[src/rtl/gene_evolve_ctrl_pkg.sv]
// Shared types, field layout and constants for the NEAT child-gene sequencer.
// Attribute helpers keep field slicing in one place for the datapath.
package gene_evolve_ctrl_pkg;

    localparam int ATTR_W   = 9;
    localparam int NUM_ATTR = 3;
    localparam int GENE_W   = ATTR_W * NUM_ATTR;
    localparam int A1_LSB   = 0;
    localparam int A2_LSB   = ATTR_W;
    localparam int A3_LSB   = 2 * ATTR_W;

    localparam logic [ATTR_W-1:0] MASK_NODE_A2 = 9'h00F;
    localparam logic [ATTR_W-1:0] MASK_NODE_A3 = 9'h007;
    localparam logic [ATTR_W-1:0] MASK_CONN_A1 = 9'h001;
    localparam logic [ATTR_W-1:0] HALF_DEFAULT = 9'h040;

    typedef enum logic {
        GENE_NODE = 1'b0,
        GENE_CONN = 1'b1
    } gene_type_e;

    typedef enum logic [2:0] {
        ST_IDLE = 3'd0,
        ST_LOAD = 3'd1,
        ST_PROC = 3'd2,
        ST_EMIT = 3'd3,
        ST_DONE = 3'd4
    } state_e;

    typedef enum logic [1:0] {
        PH_C = 2'd0,
        PH_M = 2'd1,
        PH_V = 2'd2
    } phase_e;

    function automatic logic [ATTR_W-1:0] get_attr(input logic [GENE_W-1:0] g,
                                                   input logic [1:0] k);
        logic [ATTR_W-1:0] v;
        case (k)
            2'd0:    v = g[A1_LSB +: ATTR_W];
            2'd1:    v = g[A2_LSB +: ATTR_W];
            default: v = g[A3_LSB +: ATTR_W];
        endcase
        return v;
    endfunction

    function automatic logic [GENE_W-1:0] set_attr(input logic [GENE_W-1:0] g,
                                                   input logic [1:0] k,
                                                   input logic [ATTR_W-1:0] v);
        logic [GENE_W-1:0] res;
        res = g;
        case (k)
            2'd0:    res[A1_LSB +: ATTR_W] = v;
            2'd1:    res[A2_LSB +: ATTR_W] = v;
            default: res[A3_LSB +: ATTR_W] = v;
        endcase
        return res;
    endfunction

    // Replacement value for attribute k when the mutation draw fires.
    function automatic logic [ATTR_W-1:0] mutate_attr(input gene_type_e t,
                                                      input logic [1:0] k,
                                                      input logic [ATTR_W-1:0] r);
        logic [ATTR_W-1:0] v;
        if (t == GENE_NODE) begin
            case (k)
                2'd0:    v = r;
                2'd1:    v = r & MASK_NODE_A2;
                default: v = r & MASK_NODE_A3;
            endcase
        end else begin
            v = (k == 2'd0) ? (r & MASK_CONN_A1) : '0;
        end
        return v;
    endfunction

endpackage

[src/rtl/gene_evolve_ctrl_if.sv]
// Parent-pair input streams and child-gene output stream of the sequencer.
// valid/ready: a transfer happens on a clock edge where both are high; a source holds its data stable while valid is high and ready is low.
interface gene_evolve_ctrl_if;
    import gene_evolve_ctrl_pkg::*;

    logic              p1_valid;
    logic              p1_gene_type;
    logic [GENE_W-1:0] p1_attr;
    logic              p2_valid;
    logic [GENE_W-1:0] p2_attr;
    logic              par_ready;
    logic              child_valid;
    logic              child_ready;
    logic              child_gene_type;
    logic [GENE_W-1:0] child_attr;

    modport master (
        output p1_valid, p1_gene_type, p1_attr, p2_valid, p2_attr, child_ready,
        input  par_ready, child_valid, child_gene_type, child_attr
    );

    modport slave (
        input  p1_valid, p1_gene_type, p1_attr, p2_valid, p2_attr, child_ready,
        output par_ready, child_valid, child_gene_type, child_attr
    );

endinterface

[src/rtl/gene_evolve_ctrl_lfsr9.sv]
// 9-bit Fibonacci LFSR, x^9 + x^5 + 1, shifting left; advances only when en is high.
// A zero seed would lock the register, so it is replaced by 9'h001.
module lfsr9 #(
    parameter logic [8:0] SEED = 9'h1A5
) (
    input  logic       clk,
    input  logic       rst,
    input  logic       en,
    output logic [8:0] q
);

    localparam logic [8:0] SEED_EFF = (SEED == 9'h000) ? 9'h001 : SEED;

    logic [8:0] q_q;
    logic [8:0] q_d;

    always_comb begin
        q_d = q_q;
        if (en) begin
            q_d = {q_q[7:0], q_q[8] ^ q_q[4]};
        end
    end

    always_ff @(posedge clk) begin
        if (rst) begin
            q_q <= SEED_EFF;
        end else begin
            q_q <= q_d;
        end
    end

    assign q = q_q;

endmodule

[src/rtl/gene_evolve_ctrl.sv]
// NEAT child-gene sequencer: accepts aligned parent gene pairs, applies crossover and
// LFSR-driven mutation per attribute over a 9-cycle pass, and emits one child gene per pair.
module gene_evolve_ctrl
    import gene_evolve_ctrl_pkg::*;
#(
    parameter int          CNT_W     = 8,
    parameter logic [8:0]  LFSR_SEED = 9'h1A5,
    parameter logic [8:0]  HALF      = HALF_DEFAULT
) (
    input  logic                clk,
    input  logic                rst,
    input  logic                start,
    input  logic [CNT_W-1:0]    num_genes,
    input  logic [ATTR_W-1:0]   mutation_prob,
    gene_evolve_ctrl_if.slave   bus,
    output logic                busy,
    output logic                done,
    output state_e              dbg_state
);

    state_e             state_q,  state_d;
    phase_e             phase_q,  phase_d;
    logic [1:0]         k_q,      k_d;
    logic [CNT_W-1:0]   cnt_q,    cnt_d;
    logic [CNT_W-1:0]   num_q,    num_d;
    logic [ATTR_W-1:0]  mprob_q,  mprob_d;
    gene_type_e         type_q,   type_d;
    logic [GENE_W-1:0]  p1_q,     p1_d;
    logic [GENE_W-1:0]  p2_q,     p2_d;
    logic [ATTR_W-1:0]  sel_q,    sel_d;
    logic               mut_q,    mut_d;
    logic [GENE_W-1:0]  work_q,   work_d;
    logic [GENE_W-1:0]  cattr_q,  cattr_d;
    gene_type_e         ctype_q,  ctype_d;
    logic               cvalid_q, cvalid_d;
    logic               done_q,   done_d;
    logic               busy_q,   busy_d;

    logic               par_ready;
    logic               lfsr_en;
    logic [ATTR_W-1:0]  r;
    logic [ATTR_W-1:0]  v_new;
    logic [CNT_W-1:0]   cnt_inc;

    // The random source only moves during PROC, so its sequence carries across genomes.
    assign lfsr_en = (state_q == ST_PROC);

    lfsr9 #(
        .SEED (LFSR_SEED)
    ) u_lfsr (
        .clk (clk),
        .rst (rst),
        .en  (lfsr_en),
        .q   (r)
    );

    assign cnt_inc = cnt_q + 1'b1;

    always_comb begin
        state_d   = state_q;
        phase_d   = phase_q;
        k_d       = k_q;
        cnt_d     = cnt_q;
        num_d     = num_q;
        mprob_d   = mprob_q;
        type_d    = type_q;
        p1_d      = p1_q;
        p2_d      = p2_q;
        sel_d     = sel_q;
        mut_d     = mut_q;
        work_d    = work_q;
        cattr_d   = cattr_q;
        ctype_d   = ctype_q;
        cvalid_d  = cvalid_q;
        done_d    = 1'b0;
        par_ready = 1'b0;
        v_new     = '0;

        case (state_q)
            ST_IDLE: begin
                if (start) begin
                    num_d   = num_genes;
                    mprob_d = mutation_prob;
                    cnt_d   = '0;
                    if (num_genes == '0) begin
                        state_d = ST_DONE;
                        done_d  = 1'b1;
                    end else begin
                        state_d = ST_LOAD;
                    end
                end
            end

            ST_LOAD: begin
                par_ready = bus.p1_valid & bus.p2_valid;
                if (par_ready) begin
                    p1_d    = bus.p1_attr;
                    p2_d    = bus.p2_attr;
                    type_d  = gene_type_e'(bus.p1_gene_type);
                    k_d     = 2'd0;
                    phase_d = PH_C;
                    state_d = ST_PROC;
                end
            end

            ST_PROC: begin
                case (phase_q)
                    PH_C: begin
                        sel_d   = ({2'b00, r[6:0]} > HALF) ? get_attr(p2_q, k_q)
                                                           : get_attr(p1_q, k_q);
                        phase_d = PH_M;
                    end
                    PH_M: begin
                        mut_d   = (r > mprob_q);
                        phase_d = PH_V;
                    end
                    PH_V: begin
                        v_new   = mut_q ? mutate_attr(type_q, k_q, r) : sel_q;
                        work_d  = set_attr(work_q, k_q, v_new);
                        phase_d = PH_C;
                        if (k_q == 2'd2) begin
                            cattr_d  = work_d;
                            ctype_d  = type_q;
                            cvalid_d = 1'b1;
                            state_d  = ST_EMIT;
                        end else begin
                            k_d = k_q + 2'd1;
                        end
                    end
                    default: phase_d = PH_C;
                endcase
            end

            ST_EMIT: begin
                // Count is compared only after the increment, so a full 2^CNT_W-1 genome never wraps.
                if (bus.child_ready) begin
                    cvalid_d = 1'b0;
                    cnt_d    = cnt_inc;
                    if (cnt_inc == num_q) begin
                        state_d = ST_DONE;
                        done_d  = 1'b1;
                    end else begin
                        state_d = ST_LOAD;
                    end
                end
            end

            ST_DONE: state_d = ST_IDLE;

            default: state_d = ST_IDLE;
        endcase

        busy_d = (state_d != ST_IDLE);
    end

    always_ff @(posedge clk) begin
        if (rst) begin
            state_q  <= ST_IDLE;
            phase_q  <= PH_C;
            k_q      <= 2'd0;
            cnt_q    <= '0;
            num_q    <= '0;
            mprob_q  <= '0;
            type_q   <= GENE_NODE;
            p1_q     <= '0;
            p2_q     <= '0;
            sel_q    <= '0;
            mut_q    <= 1'b0;
            work_q   <= '0;
            cattr_q  <= '0;
            ctype_q  <= GENE_NODE;
            cvalid_q <= 1'b0;
            done_q   <= 1'b0;
            busy_q   <= 1'b0;
        end else begin
            state_q  <= state_d;
            phase_q  <= phase_d;
            k_q      <= k_d;
            cnt_q    <= cnt_d;
            num_q    <= num_d;
            mprob_q  <= mprob_d;
            type_q   <= type_d;
            p1_q     <= p1_d;
            p2_q     <= p2_d;
            sel_q    <= sel_d;
            mut_q    <= mut_d;
            work_q   <= work_d;
            cattr_q  <= cattr_d;
            ctype_q  <= ctype_d;
            cvalid_q <= cvalid_d;
            done_q   <= done_d;
            busy_q   <= busy_d;
        end
    end

    assign bus.par_ready       = par_ready;
    assign bus.child_valid     = cvalid_q;
    assign bus.child_gene_type = ctype_q;
    assign bus.child_attr      = cattr_q;
    assign busy                = busy_q;
    assign done                = done_q;
    assign dbg_state           = state_q;

endmodule

[src/flat_wrapper.sv]
// flat-port wrapper written by rule: the top's interface ports become plain ports
module gene_evolve_ctrl_flat import gene_evolve_ctrl_pkg::*;
#(
    parameter int          CNT_W     = 8,
    parameter logic [8:0]  LFSR_SEED = 9'h1A5,
    parameter logic [8:0]  HALF      = HALF_DEFAULT
)
  (clk, rst, start, num_genes, mutation_prob, busy, done, dbg_state, bus_p1_valid, bus_p1_gene_type, bus_p1_attr, bus_p2_valid, bus_p2_attr, bus_child_ready, bus_par_ready, bus_child_valid, bus_child_gene_type, bus_child_attr);
  gene_evolve_ctrl_if bus_i ();
  input  logic clk;
  input  logic rst;
  input  logic start;
  input  logic [CNT_W-1:0] num_genes;
  input  logic [ATTR_W-1:0] mutation_prob;
  output logic busy;
  output logic done;
  output state_e dbg_state;
  input wire logic [$bits(bus_i.p1_valid)-1:0] bus_p1_valid;
  input wire logic [$bits(bus_i.p1_gene_type)-1:0] bus_p1_gene_type;
  input wire logic [$bits(bus_i.p1_attr)-1:0] bus_p1_attr;
  input wire logic [$bits(bus_i.p2_valid)-1:0] bus_p2_valid;
  input wire logic [$bits(bus_i.p2_attr)-1:0] bus_p2_attr;
  input wire logic [$bits(bus_i.child_ready)-1:0] bus_child_ready;
  output wire logic [$bits(bus_i.par_ready)-1:0] bus_par_ready;
  output wire logic [$bits(bus_i.child_valid)-1:0] bus_child_valid;
  output wire logic [$bits(bus_i.child_gene_type)-1:0] bus_child_gene_type;
  output wire logic [$bits(bus_i.child_attr)-1:0] bus_child_attr;
  assign bus_i.p1_valid = bus_p1_valid;
  assign bus_i.p1_gene_type = bus_p1_gene_type;
  assign bus_i.p1_attr = bus_p1_attr;
  assign bus_i.p2_valid = bus_p2_valid;
  assign bus_i.p2_attr = bus_p2_attr;
  assign bus_i.child_ready = bus_child_ready;
  assign bus_par_ready = bus_i.par_ready;
  assign bus_child_valid = bus_i.child_valid;
  assign bus_child_gene_type = bus_i.child_gene_type;
  assign bus_child_attr = bus_i.child_attr;
  gene_evolve_ctrl #(.CNT_W(CNT_W), .LFSR_SEED(LFSR_SEED), .HALF(HALF)) u_core (.clk(clk), .rst(rst), .start(start), .num_genes(num_genes), .mutation_prob(mutation_prob), .bus(bus_i), .busy(busy), .done(done), .dbg_state(dbg_state));
endmodule
[config.mk]
export PLATFORM = sky130hd
export DESIGN_NAME = gene_evolve_ctrl_flat
export DESIGN_NICKNAME = d
export VERILOG_FILES = /design/src/rtl/gene_evolve_ctrl_pkg.sv /design/src/rtl/gene_evolve_ctrl_if.sv /design/src/rtl/gene_evolve_ctrl_lfsr9.sv /design/src/rtl/gene_evolve_ctrl.sv /design/src/flat_wrapper.sv
export SDC_FILE = /design/constraint.sdc
export NUM_CORES = 1
export LEC_CHECK = 0
export ABC_AREA = 1
export CAP_MARGIN = 20
export CORE_MARGIN = 3
export CORE_UTILIZATION = 55
export CTS_BUF_LIST = sky130_fd_sc_hd__clkbuf_8
export DETAILED_ROUTE_END_ITERATION = 10
export GPL_TIMING_DRIVEN = 0
export PLACE_DENSITY = 0.9
export SLEW_MARGIN = 5
export SYNTH_ARGS = -nofsm -noshare
export SYNTH_HDL_FRONTEND = slang
export SYNTH_SLANG_ARGS = --single-unit
[constraint.sdc]
create_clock -name clk -period 1.79 [get_ports clk]
set_input_delay 0.179 -clock clk [delete_from_list [all_inputs] [get_ports clk]]
set_output_delay 0.179 -clock clk [all_outputs]
set_load 0.02 [all_outputs]
==> metrics <==
largest net degree at the start of global routing=18; total power=~7.4 mW; placed cell area=about 8400 µm²; Port Buffers=approximately 110; total grt overflow=0; Distinct cells, synth=36; GP Congestion=0.939; Required @ worst endpoint=around 2100 ps; Max Clock Skew=about 11 ps; final setup violation count=0; setup_tns=0 ps; vias in the first global route=~6600; post-synth top area share=a little under half; DR WL/cell=16.6 µm; final instance area=just over 9000 µm²; vias after detailed routing=just over 7000; worst slew pin tran=about 610 ps; MaxCap Viol Count=0; startpoint class of the critical path=register; biggest fanout along the worst timing path=10; top cells by count, synth=164 x dfxtp_1, 144 x a21oi_1, 112 x inv_1; count leader, synth=dfxtp_1; TritonCTS clock tree=built; leakage power=roughly 3.6 nW; Die Span Y=about 120 µm; Synth Register Bits=between 150 and 200; hold path start=bus_p2_attr[21]; synth top area cells=dfxtp_1 46%, a21oi_1 10%, o21ai_0 7.2%; Cell Int Power=about 5.6 mW; hold buffers post-CTS=0; dpl ws=-510 ps; Tcrit/Tclk final=between 90% and 100%; clock latency on the worst-skew pair=470 ps; number of buffers created by CTS=17; number of synthesized flops with an enable pin=0; final hold vios=0; VDD IR max=511 µV; antenna violations before repair=0; async set-reset flop share out of synthesis=0%; Clock Power Share=a little over a third; drt drc=0; combinational share of power=about an eighth; clock slew at reported path FFs=roughly 80 ps; worst relative slew slack=roughly three fifths; Starting Density=between 50% and 60%; row count=40; status=complete, no violations; CTS root buf=clkbuf_8; Sw Ratio=approximately a quarter; nature of the critical path endpoint=register; Pwr Density=between 800 and 900 nW/µm²; global-route wire length before repair=around 32 mm; max-slew violations=0; Final WS setup=between 30 and 40 ps; crit path from=u_core.dbg_state[0]$_SDFF_PP0_; Clock Path Buffers=2; top_reg_cell synth=dfxtp_1; Sink Count=164; H-tree levels=4; GRT Total Usage=approximately 28%; Post-Syn Nets=about 1000; Pre-Repair DR Iteration Count=5; hold slack=approximately 320 ps; min Tclk post-route=1750 ps; fmax=between 500 and 600 MHz; layout cells sized above 1=11.2%; register area share after synthesis=between 40 and 50%; mapped cell area=~7000 µm²; Mapped Cells=roughly 900; RSZ-0062 raised after global routing=true; Sequential Power Share=between 50% and 60%; reg2reg start=u_core.dbg_state[0]$_SDFF_PP0_; worst path arrival time=~2100 ps; Worst Hold Class=in -> reg; type of the worst setup path=reg -> reg; DRT Wirelength=20.6 mm; HPWL Detailed=roughly 14 mm; fin util=approximately 74%; core area=12300 µm²; Syn. warnings=0; # IOs=113; Mean Syn Cell Area=about 7.6 µm²; Die W=around 120 µm; P_sw=1.85 mW; Final Non-Filler Cells=around 1200; Final Net Count=1154; Synth area leader=dfxtp_1; DR iter-0 viols=roughly 800; DR vias/cell=5.73; DRT antenna net count=0; # diodes=0; Area Overhead vs Synth=28.5%; Placed Instances=approximately 1200; Die ar.=14200 µm²
-- final cells by class --
| class | count | area, µm² |
|---|---|---|
| repair buffers | 120 | 1180 |
| clock inverters | 9 | 116 |
| inverters | 117 | 439 |
| multi-input cells | 588 | 3240 |
| flip-flops and latches | 164 | 3290 |
| fillers | 871 | 3190 |
| well taps | 168 | 210 |
| clock buffers | 19 | 262 |
| plain buffers | 55 | 327 |
-- state kept, by name, summed over array words and instances (netlist names), 2 cells and up --
signal and cells:
u_core.bus.child_attr 27, u_core.p1_q 27, u_core.p2_q 27, u_core.work_q 27, u_core.mprob_q 9, u_core.sel_q 9
u_core.u_lfsr.q 9, u_core.cnt_q 8, u_core.num_q 8, u_core.dbg_state 3, u_core.k_q 2, u_core.phase_q 2
-- critical path: stages (launching register included) --
cell,delay [ps]
dfxtp_2,360
nor3_4,300
nand2_2,170
inv_2,170
buf_4,190
o21ai_1,90
a21oi_1,250
a211oi_1,90
-- logic make-up after synthesis --
| logic type | after synthesis | share of synthesized area, % |
|---|---|---|
| compound gates | 338 | 25.9 |
| xor+xnor | 3 | 0.372 |
| fa+ha+maj | 13 | 2.30 |
| buf+inv | 174 | 9.80 |
| flops | 164 | 46.5 |
| mux | 14 | 1.98 |
| simple gates | 220 | 13.2 |
-- power by group through the flow --
stage / clock (mW) / combinational, mW / sequential, mW
CTS: 2.67 / 0.873 / 3.83
floorplan: 0 / 0.469 / 3.90
finish: 2.66 / 0.920 / 3.83
global placement: 0 / 0.813 / 3.91
detailed placement: 0 / 0.828 / 3.91
global route: 2.82 / 1.01 / 3.84
-- cell usage in the layout, fill, tap and decap left out, types with 3 or more instances in the layout --
cell               n
dfxtp_1          157
a21oi_1          141
clkdlybuf4s50_1  111
inv_1            110
nand2_1          101
o21ai_0           79
nor2_1            64
o21ai_1           53
nand3_1           24
clkbuf_8          22
clkbuf_1          22
buf_4             20
o211ai_1          17
o22ai_1           17
a211oi_1          13
mux2i_1           11
ha_1              10
inv_2              9
buf_2              8
nor2_2             7
dfxtp_2            6
nand4_1            5
nand2_2            4
nor2_4             4
clkbuf_2           4
o31ai_1            4
buf_6              3
clkbuf_4           3
o31ai_2            3
mux2i_2            3
a21oi_2            3
ha_4               3
clkinv_2           3
bufinv_16          3
-- metal layers --
metal,vias to the layer above,track usage (%),wire (µm)
met5,-,0,0
met1,3261,34.2,8230
li1,3388,-,-
met2,389,46.4,10000
met4,0,12.2,692
met3,68,6.65,1630
-- worst paths after layout --
kind                                                 endpoint  slack [ps]  cells past startpoint
worst max register to register  u_core.work_q[9]$_SDFFE_PP0P_          40                      7
worst min-delay path             u_core.p2_q[21]$_SDFFE_PP0P_         320                      3
worst max-delay path            u_core.work_q[9]$_SDFFE_PP0P_          40                      7
worst min register to register   u_core.p2_q[13]$_SDFFE_PP0P_         460                      2
-- what timing repair did --
action | in CTS | in global routing
gates resized for setup | 55 | 56
buffers inserted | 5 | 3
pin swaps | 2 | 5
endpoints found under the setup margin | 102 | 119
Note: power is estimated with default switching activity, not from simulation.
